**src/rtl/bus_arbiter_if.sv**
```systemverilog
// Bus arbiter interface: groups the two CPU request/opcode/done channels
// and the arbiter's grant, opcode and statistics outputs.
// The cache-controller side uses the master modport, the arbiter uses slave.
interface bus_arbiter_if #(
    parameter int OPW = 3
);
    logic           req_0;
    logic           req_1;
    logic [OPW-1:0] op_0;
    logic [OPW-1:0] op_1;
    logic           done_0;
    logic           done_1;
    logic           grant_0;
    logic           grant_1;
    logic           owner;
    logic           bus_valid;
    logic [OPW-1:0] bus_op;
    logic           timeout_err;
    logic [15:0]    xact_cnt_0;
    logic [15:0]    xact_cnt_1;

    modport master (
        output req_0, req_1, op_0, op_1, done_0, done_1,
        input  grant_0, grant_1, owner, bus_valid, bus_op, timeout_err,
        input  xact_cnt_0, xact_cnt_1
    );

    modport slave (
        input  req_0, req_1, op_0, op_1, done_0, done_1,
        output grant_0, grant_1, owner, bus_valid, bus_op, timeout_err,
        output xact_cnt_0, xact_cnt_1
    );
endinterface

```
**src/rtl/bus_arbiter.sv**
```systemverilog
// Registered round-robin arbiter for the shared two-CPU coherence bus.
// One owner at a time; the owner's opcode is latched at grant and held
// until the owner signals done, drops its request, or the hold timeout fires.
// Every grant is followed by one RELEASE turnaround cycle and one IDLE
// evaluation cycle, after which the priority pointer favours the other CPU.
// Optional feature: define BUS_ARB_STATS_EN to enable the per-CPU
// completed-grant counters; otherwise xact_cnt_0/xact_cnt_1 read zero.
module bus_arbiter #(
    parameter int OPW      = 3,
    parameter int MAX_HOLD = 8
) (
    input  logic          clk,
    input  logic          rst,
    bus_arbiter_if.slave  bus
);

    typedef enum logic [1:0] {
        IDLE    = 2'd0,
        GRANT   = 2'd1,
        RELEASE = 2'd2
    } state_t;

    // Last hold-counter value an owner may reach before being forced off.
    localparam logic [7:0] HOLD_LAST = 8'(MAX_HOLD - 1);

    state_t         state_q;
    state_t         state_d;
    logic           own_q;
    logic           own_d;
    logic [OPW-1:0] op_q;
    logic [OPW-1:0] op_d;
    logic [7:0]     hold_q;
    logic [7:0]     hold_d;
    logic           prio_q;
    logic           prio_d;
    logic           tout_q;
    logic           tout_d;
    logic           grant_0_q;
    logic           grant_1_q;
    logic           valid_q;
    logic           owner_done;
    logic           owner_req;

    // Next-state logic: picks a winner in IDLE, watches done/abandon/timeout
    // in GRANT, and forces a single dead cycle in RELEASE.
    always_comb begin
        state_d    = state_q;
        own_d      = own_q;
        op_d       = op_q;
        hold_d     = hold_q;
        prio_d     = prio_q;
        tout_d     = 1'b0;
        owner_done = own_q ? bus.done_1 : bus.done_0;
        owner_req  = own_q ? bus.req_1  : bus.req_0;

        case (state_q)
            IDLE: begin
                if (bus.req_0 && (!bus.req_1 || !prio_q)) begin
                    state_d = GRANT;
                    own_d   = 1'b0;
                    op_d    = bus.op_0;
                    hold_d  = 8'd0;
                end else if (bus.req_1) begin
                    state_d = GRANT;
                    own_d   = 1'b1;
                    op_d    = bus.op_1;
                    hold_d  = 8'd0;
                end
            end

            GRANT: begin
                if (owner_done || !owner_req || (hold_q == HOLD_LAST)) begin
                    state_d = RELEASE;
                    own_d   = 1'b0;
                    op_d    = '0;
                    hold_d  = 8'd0;
                    prio_d  = ~own_q;
                    tout_d  = !owner_done && owner_req;
                end else begin
                    hold_d = hold_q + 8'd1;
                end
            end

            RELEASE: begin
                state_d = IDLE;
            end

            default: begin
                state_d = IDLE;
                own_d   = 1'b0;
                op_d    = '0;
                hold_d  = 8'd0;
            end
        endcase
    end

    // State and registered outputs; grants and bus_valid are decoded from the
    // next state so they appear in the same cycle the state is entered.
    always_ff @(posedge clk) begin
        if (rst) begin
            state_q   <= IDLE;
            own_q     <= 1'b0;
            op_q      <= '0;
            hold_q    <= 8'd0;
            prio_q    <= 1'b0;
            tout_q    <= 1'b0;
            grant_0_q <= 1'b0;
            grant_1_q <= 1'b0;
            valid_q   <= 1'b0;
        end else begin
            state_q   <= state_d;
            own_q     <= own_d;
            op_q      <= op_d;
            hold_q    <= hold_d;
            prio_q    <= prio_d;
            tout_q    <= tout_d;
            grant_0_q <= (state_d == GRANT) && !own_d;
            grant_1_q <= (state_d == GRANT) && own_d;
            valid_q   <= (state_d == GRANT);
        end
    end

    assign bus.grant_0     = grant_0_q;
    assign bus.grant_1     = grant_1_q;
    assign bus.owner       = own_q;
    assign bus.bus_valid   = valid_q;
    assign bus.bus_op      = op_q;
    assign bus.timeout_err = tout_q;

`ifdef BUS_ARB_STATS_EN
    logic [15:0] cnt_0_q;
    logic [15:0] cnt_1_q;

    // Saturating count of done-terminated grants; abandons and timeouts skip.
    always_ff @(posedge clk) begin
        if (rst) begin
            cnt_0_q <= 16'h0000;
            cnt_1_q <= 16'h0000;
        end else if ((state_q == GRANT) && owner_done) begin
            if (!own_q) begin
                if (cnt_0_q != 16'hFFFF) begin
                    cnt_0_q <= cnt_0_q + 16'd1;
                end
            end else begin
                if (cnt_1_q != 16'hFFFF) begin
                    cnt_1_q <= cnt_1_q + 16'd1;
                end
            end
        end
    end

    assign bus.xact_cnt_0 = cnt_0_q;
    assign bus.xact_cnt_1 = cnt_1_q;
`else
    assign bus.xact_cnt_0 = 16'h0000;
    assign bus.xact_cnt_1 = 16'h0000;
`endif

endmodule

```
**src/flat_wrapper.sv**
```systemverilog
// flat-port wrapper written by rule: the top's interface ports become plain ports
module bus_arbiter_flat 
#(
    parameter int OPW      = 3,
    parameter int MAX_HOLD = 8
)
  (clk, rst, bus_req_0, bus_req_1, bus_op_0, bus_op_1, bus_done_0, bus_done_1, bus_grant_0, bus_grant_1, bus_owner, bus_bus_valid, bus_bus_op, bus_timeout_err, bus_xact_cnt_0, bus_xact_cnt_1);
  bus_arbiter_if #(.OPW(OPW)) bus_i ();
  input  logic clk;
  input  logic rst;
  input wire logic [$bits(bus_i.req_0)-1:0] bus_req_0;
  input wire logic [$bits(bus_i.req_1)-1:0] bus_req_1;
  input wire logic [$bits(bus_i.op_0)-1:0] bus_op_0;
  input wire logic [$bits(bus_i.op_1)-1:0] bus_op_1;
  input wire logic [$bits(bus_i.done_0)-1:0] bus_done_0;
  input wire logic [$bits(bus_i.done_1)-1:0] bus_done_1;
  output wire logic [$bits(bus_i.grant_0)-1:0] bus_grant_0;
  output wire logic [$bits(bus_i.grant_1)-1:0] bus_grant_1;
  output wire logic [$bits(bus_i.owner)-1:0] bus_owner;
  output wire logic [$bits(bus_i.bus_valid)-1:0] bus_bus_valid;
  output wire logic [$bits(bus_i.bus_op)-1:0] bus_bus_op;
  output wire logic [$bits(bus_i.timeout_err)-1:0] bus_timeout_err;
  output wire logic [$bits(bus_i.xact_cnt_0)-1:0] bus_xact_cnt_0;
  output wire logic [$bits(bus_i.xact_cnt_1)-1:0] bus_xact_cnt_1;
  assign bus_i.req_0 = bus_req_0;
  assign bus_i.req_1 = bus_req_1;
  assign bus_i.op_0 = bus_op_0;
  assign bus_i.op_1 = bus_op_1;
  assign bus_i.done_0 = bus_done_0;
  assign bus_i.done_1 = bus_done_1;
  assign bus_grant_0 = bus_i.grant_0;
  assign bus_grant_1 = bus_i.grant_1;
  assign bus_owner = bus_i.owner;
  assign bus_bus_valid = bus_i.bus_valid;
  assign bus_bus_op = bus_i.bus_op;
  assign bus_timeout_err = bus_i.timeout_err;
  assign bus_xact_cnt_0 = bus_i.xact_cnt_0;
  assign bus_xact_cnt_1 = bus_i.xact_cnt_1;
  bus_arbiter #(.OPW(OPW), .MAX_HOLD(MAX_HOLD)) u_core (.clk(clk), .rst(rst), .bus(bus_i));
endmodule
```
**config.mk**
```make
export PLATFORM = sky130hd
export DESIGN_NAME = bus_arbiter_flat
export DESIGN_NICKNAME = d
export VERILOG_FILES = /design/src/rtl/bus_arbiter_if.sv /design/src/rtl/bus_arbiter.sv /design/src/flat_wrapper.sv
export SDC_FILE = /design/constraint.sdc
export NUM_CORES = 1
export LEC_CHECK = 0
export CORE_MARGIN = 2
export CORE_UTILIZATION = 43
export DETAILED_ROUTE_END_ITERATION = 12
export PLACE_DENSITY = 0.84
export SYNTH_ARGS = -nofsm -noshare
export SYNTH_HDL_FRONTEND = slang
export SYNTH_SLANG_ARGS = --single-unit
```
**constraint.sdc**
```tcl
create_clock -name clk -period 2.9 [get_ports clk]
set_input_delay 0.87 -clock clk [delete_from_list [all_inputs] [get_ports clk]]
set_output_delay 0.87 -clock clk [all_outputs]
set_load 0.01 [all_outputs]
```
==> results by group, run 1 <==
Run status
  • Status: finished clean

Clock tree
  • Skew-Pair Late Insertion Delay: around 0.30 ns
  • Post-CTS Resized: 0
  • Longest Clk Path Bufs: 2
  • Post-CTS Setup Bufs: 0
  • # hold bufs at CTS: 0
  • Cts bufs inserted: 3
  • Sink Count: 19
  • CTS tree: done
  • Max H-tree Level: 1
  • Clk root buf: clkbuf_4
  • Clock-pin slew on the worst setup and hold paths: 0.11 ns

Placement
  • DP Wirelength: between 1500 and 2000 um
  • Routability cong.: between 0.7 and 0.8
  • Port Buffers: 19

Floorplan
  • Die area: between 2000 and 3000 um2
  • Die W: around 54 um
  • Starting Density: between 40 and 50%
  • Core area: around 2400 um2
  • I/O Pins: 52
  • Die height: roughly 54 um
  • Row count: 18

Synthesis
  • Post-synthesis sequential area ratio: about a third
  • Synth cell types: 38
  • Yosys reg bits: 19
  • Top-area cell type share of the netlist area: between 30% and 40%
  • Yosys warns: 0
  • Share of synthesized flip-flops with an asynchronous set or reset: 0%
  • Top cells by count, synth: buf_4 (32), dfxtp_1 (19), nor2_1 (11)
  • Post-Syn Instances: ~120
  • Synth area leaders: dfxtp_1 (35%), buf_4 (22%), xor2_1 (4.1%)
  • Post-synth EDFFs: 0
  • Mean Syn Cell Area: 8.851 um2
  • Mapped cell area: around 1100 um2
  • Most frequent cell after synthesis: buf_4
  • Top FF cell, synth: dfxtp_1
  • Dominant cell type by area after synthesis: dfxtp_1

Pwr
  • Pwr dens: roughly 440 nW/um2
  • Final Power: 536.0 uW
  • Leakage: around 0.52 nW
  • Worst vdd ir: between 200 and 300 uV

Flow run
  • Number of max-cap violations: 0

Critical path
  • Setup crit start kind: input pin
  • R2R Path Start: u_core.hold_q[0]$_SDFFE_PP0P_
  • Crit Path Class: input pin to flop
  • CP endpoint kind: flop
  • Crit Path Max Fanout: 5
  • RR Endpoint: u_core.bus.bus_op[2]$_SDFFE_PP0P_
  • Reg2reg setup slack: 1.01 ns
  • R2R cell count: 6
  • Arr. time, crit path: 2.76 ns
  • WP data required: approximately 3.1 ns

Timing
  • Final period util: ~87%
  • Fin. max-slew vios: 0
  • Min Hold Slack: between 0.4 and 0.5 ns
  • Worst Skew: about 0.0016 ns
  • Setup TNS: 0 ns
  • Setup Viol. Count Final: 0
  • Unrepaired setup endpoints after global routing: false
  • Max Freq: between 0.3 and 0.4 GHz
  • Min Clock Period, post-route: approximately 2.5 ns
  • Final hold viol count: 0

Hold path
  • HP Start: u_core.bus.bus_op[2]$_SDFFE_PP0P_
  • Worst Hold Class: flop to flop
  • Worst Hold Depth: 2
  • Hold endpoint: u_core.bus.bus_op[2]$_SDFFE_PP0P_

Finish
  • # fillers: ~240
  • Share of cells above drive strength 1: 7.586%
  • Layout area overhead: 13.56%
  • Antenna diodes: 0
  • Fin nets: between 150 and 200

Detailed routing
  • DRT iter0 DRCs: 7
  • Vias per cell: around 4.7
  • Drc violations: 0
  • Detailed Routing Iterations Pass 1: 3
  • WL per Instance: approximately 11 um
  • Post-route ant nets: 0
  • Via Count: slightly above 800
  • DRT Wirelength: around 1900 um

Global route
  • Vias in the first global route: around 760
  • All-Layer GR Usage: about 15%
  • Antenna violations before repair: 0
  • First-pass GRT wire length: 3167 um
  • Total gr overflow: 0
  • Pin count of the biggest net entering global routing: 12
[stage by stage]
stage / instance area (um2) / instances / worst slack [ns] / util (%)
6_report: 1226 / 175 / 0.3736 / 50.41
5_1_grt: 1226 / 175 / 0.3194 / 50.41
4_1_cts: 1226 / 175 / 0.3780 / 50.41
3_5_place_dp: 1199 / 171 / 0.06699 / 49.28
3_3_place_gp: 1199 / 171 / 0.1339 / 49.28
2_1_floorplan: 1196 / 153 / 0.7167 / -
[worst max-delay path, cell delays in order]
cell and delay (ns):
clkdlybuf4s50_1 0.54, or3b_4 0.42, a22o_1 0.28, or4_1 0.49, a31oi_1 0.17
[where the power goes]
group | internal [mW] | switching [mW] | leakage (nW) | total [mW]
Sequential | 0.276 | 0.0129 | 0.155 | 0.288
Combinational | 0.0542 | 0.0611 | 0.346 | 0.115
Clock | 0.0514 | 0.0810 | 0.0177 | 0.132
Total | 0.381 | 0.155 | 0.518 | 0.536
[cell type report]
cell class | instances | area [um2] | area share (%)
well taps | 30 | 37.54 | 3.061
multi-input cells | 95 | 549.3 | 44.80
clock buffers | 3 | 22.52 | 1.837
repair buffers | 22 | 212.7 | 17.35
flip-flops and latches | 19 | 380.4 | 31.02
inverters | 5 | 18.77 | 1.531
clock inverters | 1 | 5.005 | 0.4082
[cells by family after synthesis]
| group | after synthesis | synth area share (%) |
|---|---|---|
| AO/OA/AOI/OAI | 22 | 16.11 |
| XOR/XNOR | 5 | 4.055 |
| adder cells (fa/ha/maj) | 1 | 1.159 |
| buffers and inverters | 39 | 24.68 |
| flip-flops | 19 | 35.23 |
| multiplexers | 4 | 3.708 |
| other | 1 | 0.3473 |
| AND/OR/NAND/NOR | 31 | 14.72 |
[routing by layer]
| metal | global-route usage [%] | part of all wire [%] | up-vias |
|---|---|---|---|
| li1 | - | - | 402 |
| met1 | 16.30 | 40 | 383 |
| met2 | 26.83 | 49 | 35 |
| met3 | 2.500 | 6.5 | 7 |
| met4 | 11.67 | 4.1 | 0 |
| met5 | 0 | 0 | - |
[layout by cell type, fill, tap and decap left out, types with 3 or more instances in the layout]
master,instances
buf_4,3
clkbuf_4,3
clkdlybuf4s50_1,19
conb_1,32
dfxtp_1,19
inv_1,5
mux2i_1,4
nand2_1,6
nor2_1,11
o2111ai_1,3
o22ai_1,3
xor2_1,5
[flip-flops by register name (all words and copies together), names as in the netlist]
name,cells
u_core.bus.bus_valid,1
u_core.prio_q,1
u_core.state_q,2
u_core.bus.owner,1
u_core.bus.grant_0,1
u_core.bus.bus_op,3
u_core.bus.timeout_err,1
u_core.hold_q,8
u_core.bus.grant_1,1
[how the worst max path moves through the flow]
stage,slack (ns),start,cells past startpoint,to
after floorplan,0.72,bus_done_0,4,u_core.hold_q[7]$_SDFFE_PP0P_
after global placement,0.13,bus_req_0,5,u_core.hold_q[7]$_SDFFE_PP0P_
after CTS,0.38,bus_req_0,5,u_core.hold_q[7]$_SDFFE_PP0P_
after detailed placement,0.07,bus_req_0,5,u_core.hold_q[7]$_SDFFE_PP0P_
final,0.37,bus_req_0,5,u_core.hold_q[7]$_SDFFE_PP0P_
after global routing,0.32,bus_req_0,5,u_core.hold_q[7]$_SDFFE_PP0P_
Power figures use the tool's default switching activity.
==> inputs of run 2 (changes only) <==
--- a/config.mk
+++ b/config.mk
@@ -9,6 +9,7 @@
 export CORE_UTILIZATION = 43
 export DETAILED_ROUTE_END_ITERATION = 12
 export PLACE_DENSITY = 0.84
+export RECOVER_POWER = 100
 export SYNTH_ARGS = -nofsm -noshare
 export SYNTH_HDL_FRONTEND = slang
 export SYNTH_SLANG_ARGS = --single-unit
==> run 2 against run 1 <==
Net effect:
- global-route usage unchanged
- final cell count is the same
- worst setup slack got worse by 0.10 ns
- critical endpoint is now u_core.bus.bus_op[0]$_SDFFE_PP0P_
==> results by group, run 2 (synthesized netlist as in run 1, its figures left out) <==
Detailed routing
  • DRT Wirelength: between 1500 and 2000 um
  • Via Count: slightly above 800
  • WL per Instance: approximately 11 um
  • Drc violations: 0
  • DRT iter0 DRCs: 10
  • Post-route ant nets: 0
  • Vias per cell: approximately 4.7
  • Detailed Routing Iterations Pass 1: 4

Pwr
  • Clock Power Share: about 25%
  • Switch Pwr: ~150 uW
  • Pwr dens: between 400 and 500 nW/um2
  • Worst vdd ir: 264.5 uV
  • Switching share of power: around 29%
  • Combinational Power Share: about a fifth
  • Register share of total power: between 50 and 60%
  • Leakage: about 0.53 nW
  • Internal: between 300 and 400 uW

Critical path
  • Reg2reg setup slack: around 0.99 ns
  • Crit Path Max Fanout: 8
  • Crit Path Class: input pin to flop
  • WP data required: about 3.1 ns
  • Top delay family on crit path: buffers and inverters
  • CP max-delay cell: dlygate4sd3_1
  • CP peak stage delay: around 0.60 ns
  • Levels on crit path: 6
  • Worst Setup SP: bus_req_0
  • RR Endpoint: u_core.bus.bus_op[2]$_SDFFE_PP0P_
  • CP Buf/Inv Count: 2
  • R2R Path Start: u_core.hold_q[0]$_SDFFE_PP0P_
  • CP endpoint: u_core.bus.bus_op[0]$_SDFFE_PP0P_
  • CP Cell Sequence: dlygate4sd3_1 > or3b_1 > a221oi_1 > clkbuf_1 > o21ai_2 > o22ai_1
  • Arr. time, crit path: around 2.9 ns
  • R2R cell count: 6
  • CP endpoint kind: flop
  • Setup crit start kind: input pin

Finish
  • Largest register FFs: 8
  • Most frequent cells in the layout: conb_1 (32), dfxtp_1 (19), nor2_1 (11)
  • Fin util: 49.74%
  • Antenna diodes: 0
  • Share of cells above drive strength 1: 4.828%
  • Most common cell after layout, fill and taps aside: conb_1
  • Fin nets: about 160
  • Layout area overhead: 12.05%
  • Largest reg by FF count: u_core.hold_q
  • # fillers: approximately 250

Clock tree
  • Clock-pin slew on the worst setup and hold paths: 0.10 ns
  • Max H-tree Level: 1
  • CTS tree: done
  • Longest Clk Path Bufs: 2
  • Clk root buf: clkbuf_4
  • Post-CTS Setup Bufs: 0
  • Cts bufs inserted: 3
  • Sink Count: 19
  • # hold bufs at CTS: 0
  • Post-CTS Resized: 0
  • Skew-Pair Late Insertion Delay: slightly below 0.3 ns

Global route
  • Total gr overflow: 0
  • Pin count of the biggest net entering global routing: 12
  • Met1 Track Usage GR: between 10% and 20%
  • Met2 usage: a little over a quarter
  • Vias in the first global route: ~760
  • M3 GR Usage: roughly 2.5%
  • All-Layer GR Usage: roughly 15%
  • Antenna violations before repair: 0
  • Busiest grt layer: met2
  • First-pass GRT wire length: 3167 um

Placement
  • Port Buffers: 19
  • Routability cong.: approximately 0.79
  • DP Wirelength: between 1500 and 2000 um
  • Pre-CTS worst setup slack: around 0.067 ns

Hold path
  • Worst Hold Class: flop to flop

Run status
  • Status: finished clean

Floorplan
  • Core area: ~2400 um2
  • I/O Pins: 52
  • Die W: approximately 54 um
  • Row count: 18
  • Starting Density: roughly 44%
  • Die area: around 2900 um2
  • Die height: 54.11 um

Timing
  • Final worst slack: 0.2710 ns
  • Setup Viol. Count Final: 0
  • Unrepaired setup endpoints after global routing: false
  • Final period util: around nine tenths
  • Min Clock Period, post-route: approximately 2.6 ns
  • Worst Skew: 0.001256 ns
  • Fin. max-slew vios: 0
  • Final hold viol count: 0
  • Min Hold Slack: approximately 0.46 ns
  • Setup TNS: 0 ns
  • Max Freq: 0.3804 GHz

Flow run
  • Number of max-cap violations: 0
run 2: final cells by class:
class	instances	area (um2)	share of cell area (%)
clock buffers	3	22.52	1.861
clock inverters	1	5.005	0.4137
inverters	5	18.77	1.551
multi-input cells	95	540.5	44.67
flip-flops and latches	19	380.4	31.44
well taps	30	37.54	3.102
repair buffers	22	205.2	16.96
run 2: per-stage QoR:
step	cell area [um2]	instances	total power [mW]
finish	1210	175	0.5287
global route	1210	175	0.5615
CTS	1226	175	0.5384
detailed placement	1199	171	0.4092
global placement	1199	171	0.4050
floorplan	1196	153	0.3919
run 2: power by group through the flow:
stage	clock [mW]	combinational (mW)	sequential (mW)
2_1_floorplan	0	0.0984	0.294
3_3_place_gp	0	0.112	0.293
3_5_place_dp	0	0.115	0.294
4_1_cts	0.135	0.115	0.288
5_1_grt	0.150	0.122	0.290
6_report	0.132	0.109	0.288
run 2: how the worst min path moves through the flow:
| stage | cells after the start | startpoint | end |
|---|---|---|---|
| 3_5_place_dp | 2 | u_core.bus.bus_op[2]$_SDFFE_PP0P_ | u_core.bus.bus_op[2]$_SDFFE_PP0P_ |
| 3_3_place_gp | 2 | u_core.bus.bus_op[2]$_SDFFE_PP0P_ | u_core.bus.bus_op[2]$_SDFFE_PP0P_ |
| 6_report | 2 | u_core.bus.bus_op[2]$_SDFFE_PP0P_ | u_core.bus.bus_op[2]$_SDFFE_PP0P_ |
| 2_1_floorplan | 2 | u_core.bus.bus_op[2]$_SDFFE_PP0P_ | u_core.bus.bus_op[2]$_SDFFE_PP0P_ |
| 5_1_grt | 2 | u_core.bus.bus_op[1]$_SDFFE_PP0P_ | u_core.bus.bus_op[1]$_SDFFE_PP0P_ |
| 4_1_cts | 2 | u_core.bus.bus_op[2]$_SDFFE_PP0P_ | u_core.bus.bus_op[2]$_SDFFE_PP0P_ |
run 2: worst reg2reg max path: cells and delay by family, from the launching register on:
family,cells,cell delay (ns)
AOI/OAI and AO/OA,3,0.65
DFF,1,0.38
and+or+nand+nor,1,0.36
buffers and inverters,1,0.18
adders and majority gates,1,0.22
run 2: metal layers:
| metal | part of all wire (%) | wire, um | vias up |
|---|---|---|---|
| li1 | - | - | 405 |
| met3 | 6.4 | 122 | 7 |
| met1 | 42 | 801 | 378 |
| met5 | 0 | 0 | - |
| met2 | 48 | 908 | 35 |
| met4 | 4.1 | 78 | 0 |
